`src/rtl/rw_bit_host.sv`:
```
// Host-side bit-serial driver for a single-bit reactive device: serializes host
// words LSB-first onto dev_in, rebuilds result words from dev_out, tracks termination.
module rw_bit_host #(
  parameter int   WIDTH    = 8,
  parameter logic IDLE_BIT = 1'b0
) (
  input  logic             clk,
  input  logic             rst,
  input  logic             s_valid,
  output logic             s_ready,
  input  logic [WIDTH-1:0] s_data,
  output logic             m_valid,
  input  logic             m_ready,
  output logic [WIDTH-1:0] m_data,
  output logic             dev_in,
  input  logic             dev_out,
  input  logic             dev_continue,
  output logic             done,
  output logic             overflow,
  output logic             partial
);

  localparam int CW = $clog2(WIDTH + 1);
  localparam logic [CW-1:0] CNT_ZERO = CW'(0);
  localparam logic [CW-1:0] CNT_ONE  = CW'(1);
  localparam logic [CW-1:0] CNT_FULL = CW'(WIDTH);
  localparam logic [CW-1:0] CNT_LAST = CW'(WIDTH - 1);

  typedef enum logic [0:0] {
    RUN  = 1'b0,
    DONE = 1'b1
  } state_e;

  state_e           state_q, state_d;
  logic [WIDTH-1:0] tx_sr_q, tx_sr_d;
  logic [CW-1:0]    tx_cnt_q, tx_cnt_d;
  // Only the upper WIDTH-1 received bits need holding; the newest comes live from dev_out.
  logic [WIDTH-2:0] rx_sr_q, rx_sr_d;
  logic [CW-1:0]    rx_cnt_q, rx_cnt_d;
  logic [WIDTH-1:0] m_data_q, m_data_d;
  logic             m_valid_q, m_valid_d;
  logic             overflow_q, overflow_d;
  logic             partial_q, partial_d;

  logic             active_s;
  logic             hs_s;
  logic             load_s;
  logic [WIDTH-1:0] word_s;

  assign active_s = (state_q == RUN) && (tx_cnt_q != CNT_ZERO);
  assign s_ready  = (state_q == RUN) && ((tx_cnt_q == CNT_ZERO) || (tx_cnt_q == CNT_ONE));
  assign hs_s     = s_valid && s_ready;
  assign dev_in   = active_s ? tx_sr_q[0] : IDLE_BIT;
  assign word_s   = {dev_out, rx_sr_q};

  assign m_valid  = m_valid_q;
  assign m_data   = m_data_q;
  assign done     = (state_q == DONE);
  assign overflow = overflow_q;
  assign partial  = partial_q;

  // Next-state logic for the FSM, both shift paths and the result register.
  always_comb begin
    state_d    = state_q;
    tx_sr_d    = tx_sr_q;
    tx_cnt_d   = tx_cnt_q;
    rx_sr_d    = rx_sr_q;
    rx_cnt_d   = rx_cnt_q;
    m_data_d   = m_data_q;
    m_valid_d  = m_valid_q;
    overflow_d = overflow_q;
    partial_d  = partial_q;
    load_s     = 1'b0;

    case (state_q)
      RUN: begin
        // A handshake on the last bit's step reloads while that bit is still captured.
        if (hs_s) begin
          tx_sr_d  = s_data;
          tx_cnt_d = CNT_FULL;
        end else if (active_s) begin
          tx_sr_d  = tx_sr_q >> 1;
          tx_cnt_d = tx_cnt_q - CNT_ONE;
        end else begin
          tx_cnt_d = tx_cnt_q;
        end

        if (active_s) begin
          rx_sr_d = word_s[WIDTH-1:1];
          if (rx_cnt_q == CNT_LAST) begin
            rx_cnt_d = CNT_ZERO;
            load_s   = 1'b1;
          end else begin
            rx_cnt_d = rx_cnt_q + CNT_ONE;
          end
        end else begin
          rx_cnt_d = rx_cnt_q;
        end

        if (!dev_continue) begin
          state_d  = DONE;
          tx_cnt_d = CNT_ZERO;
          if (rx_cnt_d != CNT_ZERO) begin
            partial_d = 1'b1;
          end else begin
            partial_d = partial_q;
          end
          rx_cnt_d = CNT_ZERO;
        end else begin
          state_d = RUN;
        end
      end
      DONE: begin
        state_d  = DONE;
        tx_cnt_d = CNT_ZERO;
        rx_cnt_d = CNT_ZERO;
      end
      default: begin
        state_d  = DONE;
        tx_cnt_d = CNT_ZERO;
        rx_cnt_d = CNT_ZERO;
      end
    endcase

    if (load_s) begin
      if (!m_valid_q || m_ready) begin
        m_data_d  = word_s;
        m_valid_d = 1'b1;
      end else begin
        overflow_d = 1'b1;
      end
    end else if (m_valid_q && m_ready) begin
      m_valid_d = 1'b0;
    end else begin
      m_valid_d = m_valid_q;
    end
  end

  // State register; asynchronous reset abandons any word in flight.
  always_ff @(posedge clk or posedge rst) begin
    if (rst) begin
      state_q    <= RUN;
      tx_sr_q    <= {WIDTH{1'b0}};
      tx_cnt_q   <= CNT_ZERO;
      rx_sr_q    <= {(WIDTH-1){1'b0}};
      rx_cnt_q   <= CNT_ZERO;
      m_data_q   <= {WIDTH{1'b0}};
      m_valid_q  <= 1'b0;
      overflow_q <= 1'b0;
      partial_q  <= 1'b0;
    end else begin
      state_q    <= state_d;
      tx_sr_q    <= tx_sr_d;
      tx_cnt_q   <= tx_cnt_d;
      rx_sr_q    <= rx_sr_d;
      rx_cnt_q   <= rx_cnt_d;
      m_data_q   <= m_data_d;
      m_valid_q  <= m_valid_d;
      overflow_q <= overflow_d;
      partial_q  <= partial_d;
    end
  end

endmodule

```
`config.mk`:
```
export PLATFORM = sky130hd
export DESIGN_NAME = rw_bit_host
export DESIGN_NICKNAME = d
export VERILOG_FILES = /design/src/rtl/rw_bit_host.sv
export SDC_FILE = /design/constraint.sdc
export NUM_CORES = 1
export LEC_CHECK = 0
export CAP_MARGIN = 20
export CELL_PAD_IN_SITES_DETAIL_PLACEMENT = 0
export CELL_PAD_IN_SITES_GLOBAL_PLACEMENT = 1
export CORE_ASPECT_RATIO = 0.8
export CORE_MARGIN = 4
export CORE_UTILIZATION = 47
export CTS_CLUSTER_SIZE = 30
export DETAILED_ROUTE_END_ITERATION = 8
export DONT_BUFFER_PORTS = 1
export GPL_TIMING_DRIVEN = 0
export MAX_ROUTING_LAYER = met4
export PLACE_DENSITY = 0.86
export SLEW_MARGIN = 20
export SYNTH_ARGS = -nofsm -noshare
export SYNTH_HDL_FRONTEND = slang
export SYNTH_SLANG_ARGS = --single-unit
```
`constraint.sdc`:
```
create_clock -name clk -period 2.7 [get_ports clk]
set_clock_uncertainty 0.1 [all_clocks]
set_input_delay 0.675 -clock clk [delete_from_list [all_inputs] [get_ports clk]]
set_output_delay 0.675 -clock clk [all_outputs]
set_load 0.01 [all_outputs]
```
==> impl_results.md <==
- Period utilization: 94.5%
- Worst-path clk slew: 0.07 ns
- Max transition margin: 51.9%
- Int Pwr: 0.829 mW
- Core area: 3130 um^2
- Diode count: 0
- Max Cap Viol: 0
- Largest family of logic cells by synthesized area: simple AND/OR/NAND/NOR gates
- Routed len/inst: 14.5 um
- Hold slack: around 0.29 ns
- P per Cell Area: 594 nW/um^2
- Nets: 182
- Tot GR Track Use: 16.2%
- Register area share after synthesis: between 50 and 60%
- Overall die width: ~72 um
- GPL Wtd Cong: ~0.74
- Residual DRC: 0
- Pwr Total: 1.04 mW
- HP Class: primary input to async pin
- Via density: 5.42
- Area delta synth->final: 11.5%
- Share of layout cells above drive strength 1: 15.2%
- Vias in the first global route: 1,108
- Psw: between 0.2 and 0.25 mW
- Core Util, Final: 55.7%
- Max Slew Vio Count: 0
- Setup violations, final: 0
- Seq cells post-synth: 35
- Final min period: ~2.6 ns
- Net Sw Frac: 20.0%
- Synth Instances: 156
- Max H-tree Level: 2
- Achievable clock frequency: 392 MHz
- Root buf cell: clkbuf_8
- Critical Path AT: 1.78 ns
- Max FO, Critical Path: 10
- XOR/XNOR Fraction of Synth Area: 1.68%
- Status: completed
- CTS tree: built
- Top cell type by total area after synthesis: dfrtp_1
- Post-synth EDFFs: 0
- Crit end category: output port
- Post-CTS Hold Buffers: 0
- Mux contribution to synthesized area: 7.04%
- Post-Synth Simple-Gate Area: 22.3%
- Ys async rst share: 100%
- VDD IR max: ~0.38 mV
- Via count: around 1,100
- # fillers: 280
- Pin count of the biggest net entering global routing: 36
- Routed Antenna Nets: 0
- Synthesized-area fraction occupied by adder cells: 2.40%
- CTS Buf Count: 5
- Synth Area in Compound Gates: under 10%
- Top-area cell type share of the netlist area: a little under three fifths
- Clock sink count: 35
- Worst-case clock buffer depth: 2
- Worst-Margin Slew: between 0.7 and 0.8 ns
- First-pass GRT wire length: 5040 um
- Post-DP Area: approximately 1600 um^2
- Worst-Skew Late Latency: 0.28 ns
- # IOs: 28
- CP Launch Type: flip-flop
- Mapped Area: about 1600 um^2
- Die Y: 59.6 um
- Final wirelength: 2980 um
- Mean Syn Cell Area: 10.0 um^2
- Finished Cell Area: 1740 um^2
- Total gr overflow: 0
- Antenna violations before repair: 0
- Initial core utilization: ~50%
- 1st-pass router iterations: 4
- Clock Power Share: a little over two fifths
- Iter 0 DRT Violations: 84
- Prevailing post-synth register cell: dfrtp_1
- Post-Syn Nets: 173
- Detailed placement HPWL: roughly 2000 um
- Worst Path Required: 1.92 ns
- Die area: around 4300 um^2
- Port Buf Inserts: 0
- Seq pwr share: between 50% and 60%
- Rows: 18
- Kind of critical path: flip-flop to output port
- Final setup TNS: 0 ns
- Leakage: 0.815 nW
- Area contributors post-synth: dfrtp_1 (56%), nand2_1 (9.8%), mux2_2 (5.8%), nor2_1 (4.1%), a31oi_1 (2.8%)
- Comb power frac: 3.1%
- YS warnings: 0
- Fin. Hold Viols: 0
- Synth cell types: 32
cells in the mapped netlist (all sizes together), types with 2 or more instances:
master  number
and2         2
nand3        3
ha           3
nor2        17
dfrtp       35
a21oi        3
buf          2
nand2       41
nor3         5
mux2i        2
clkbuf       5
a31oi        7
nor3b        3
xnor2        3
inv          4
mux2         8
layout by cell type (no fill, tap or decap), types with 2 or more instances in the layout:
cell / instances
nand2_1: 41
dfrtp_1: 35
nor2_1: 16
mux2_2: 8
a31oi_1: 7
clkbuf_1: 5
nor3_1: 5
clkbuf_8: 5
nand3_1: 3
xnor2_1: 3
inv_1: 3
a21oi_1: 3
ha_1: 3
nor3b_4: 2
mux2i_1: 2
and2_1: 2
buf_4: 2
logic make-up after synthesis:
family / after synthesis
mux: 10
flops: 35
xor+xnor: 3
fa+ha+maj: 3
compound gates: 17
buf+inv: 11
simple gates: 77
power by group through the flow:
| stage | Clock [mW] | Combinational, mW | Sequential [mW] |
|---|---|---|---|
| 2_1_floorplan | 0 | 0.0276 | 0.564 |
| 3_3_place_gp | 0 | 0.0322 | 0.567 |
| 3_5_place_dp | 0 | 0.0339 | 0.567 |
| 4_1_cts | 0.457 | 0.0341 | 0.558 |
| 5_1_grt | 0.485 | 0.0388 | 0.561 |
| 6_report | 0.446 | 0.0326 | 0.558 |
cell type report:
cell class / count / area (um^2) / share of cell area [%]
plain buffers: 7 / 38.8 / 2.22
clock buffers: 6 / 72.6 / 4.16
clock inverters: 1 / 30.0 / 1.72
inverters: 4 / 15.0 / 0.861
multi-input cells: 110 / 647 / 37.1
flip-flops and latches: 35 / 876 / 50.2
well taps: 40 / 50.0 / 2.87
repair buffers: 2 / 15.0 / 0.861
registers in the layout, summed over array words and instances (netlist names):
signal / count
tx_sr_q: 8
m_data: 8
partial: 1
tx_cnt_q: 4
m_valid: 1
rx_cnt_q: 4
done: 1
rx_sr_q: 7
overflow: 1
final timing paths:
path / endpoint / cells past startpoint / from / slack (ns)
worst max-delay path: dev_in / 6 / tx_cnt_q[0]$_DFFE_PP0P_ / 0.15
worst min-delay path: m_data[7]$_DFFE_PP0P_ / 1 / rst / 0.29
worst max register to register: m_data[7]$_DFFE_PP0P_ / 7 / tx_cnt_q[0]$_DFFE_PP0P_ / 0.39
worst min register to register: rx_sr_q[0]$_DFFE_PP0P_ / 2 / rx_sr_q[0]$_DFFE_PP0P_ / 0.39
max in group asynchronous: tx_cnt_q[3]$_DFFE_PP0P_ / 1 / rst / 1.75
min in group clk: rx_sr_q[0]$_DFFE_PP0P_ / 2 / rx_sr_q[0]$_DFFE_PP0P_ / 0.39
critical path, stage by stage, from the launching register on:
cell and delay [ns]:
dfrtp_1 0.42, inv_1 0.08, ha_1 0.21, nor3b_4 0.29
nor2_2 0.08, clkbuf_4 0.20, and2_1 0.21
metal layers:
layer  routed length [um]  up-vias  share of wire (%)  GRT usage (%)
met4                   52        0                1.7           7.11
met5                    0        -                  0              -
li1                     -      536                  -              -
met1                 1390      537                 47           21.3
met2                 1350       33                 45           22.2
met3                  183        6                6.1           6.27
through the flow:
step | cells | worst slack, ns
after floorplan | 156 | 0.455
after global placement | 196 | 0.206
after detailed placement | 196 | 0.197
after CTS | 203 | 0.0224
after global routing | 205 | -0.0108
final | 205 | 0.149
repair_timing:
item                                    CTS  global route
setup buffers                             0             2
endpoints found under the setup margin    1             1
hold endpoints to repair                  0             0
gates resized for setup                   2             3
Note: power is estimated with default switching activity, not from simulation.
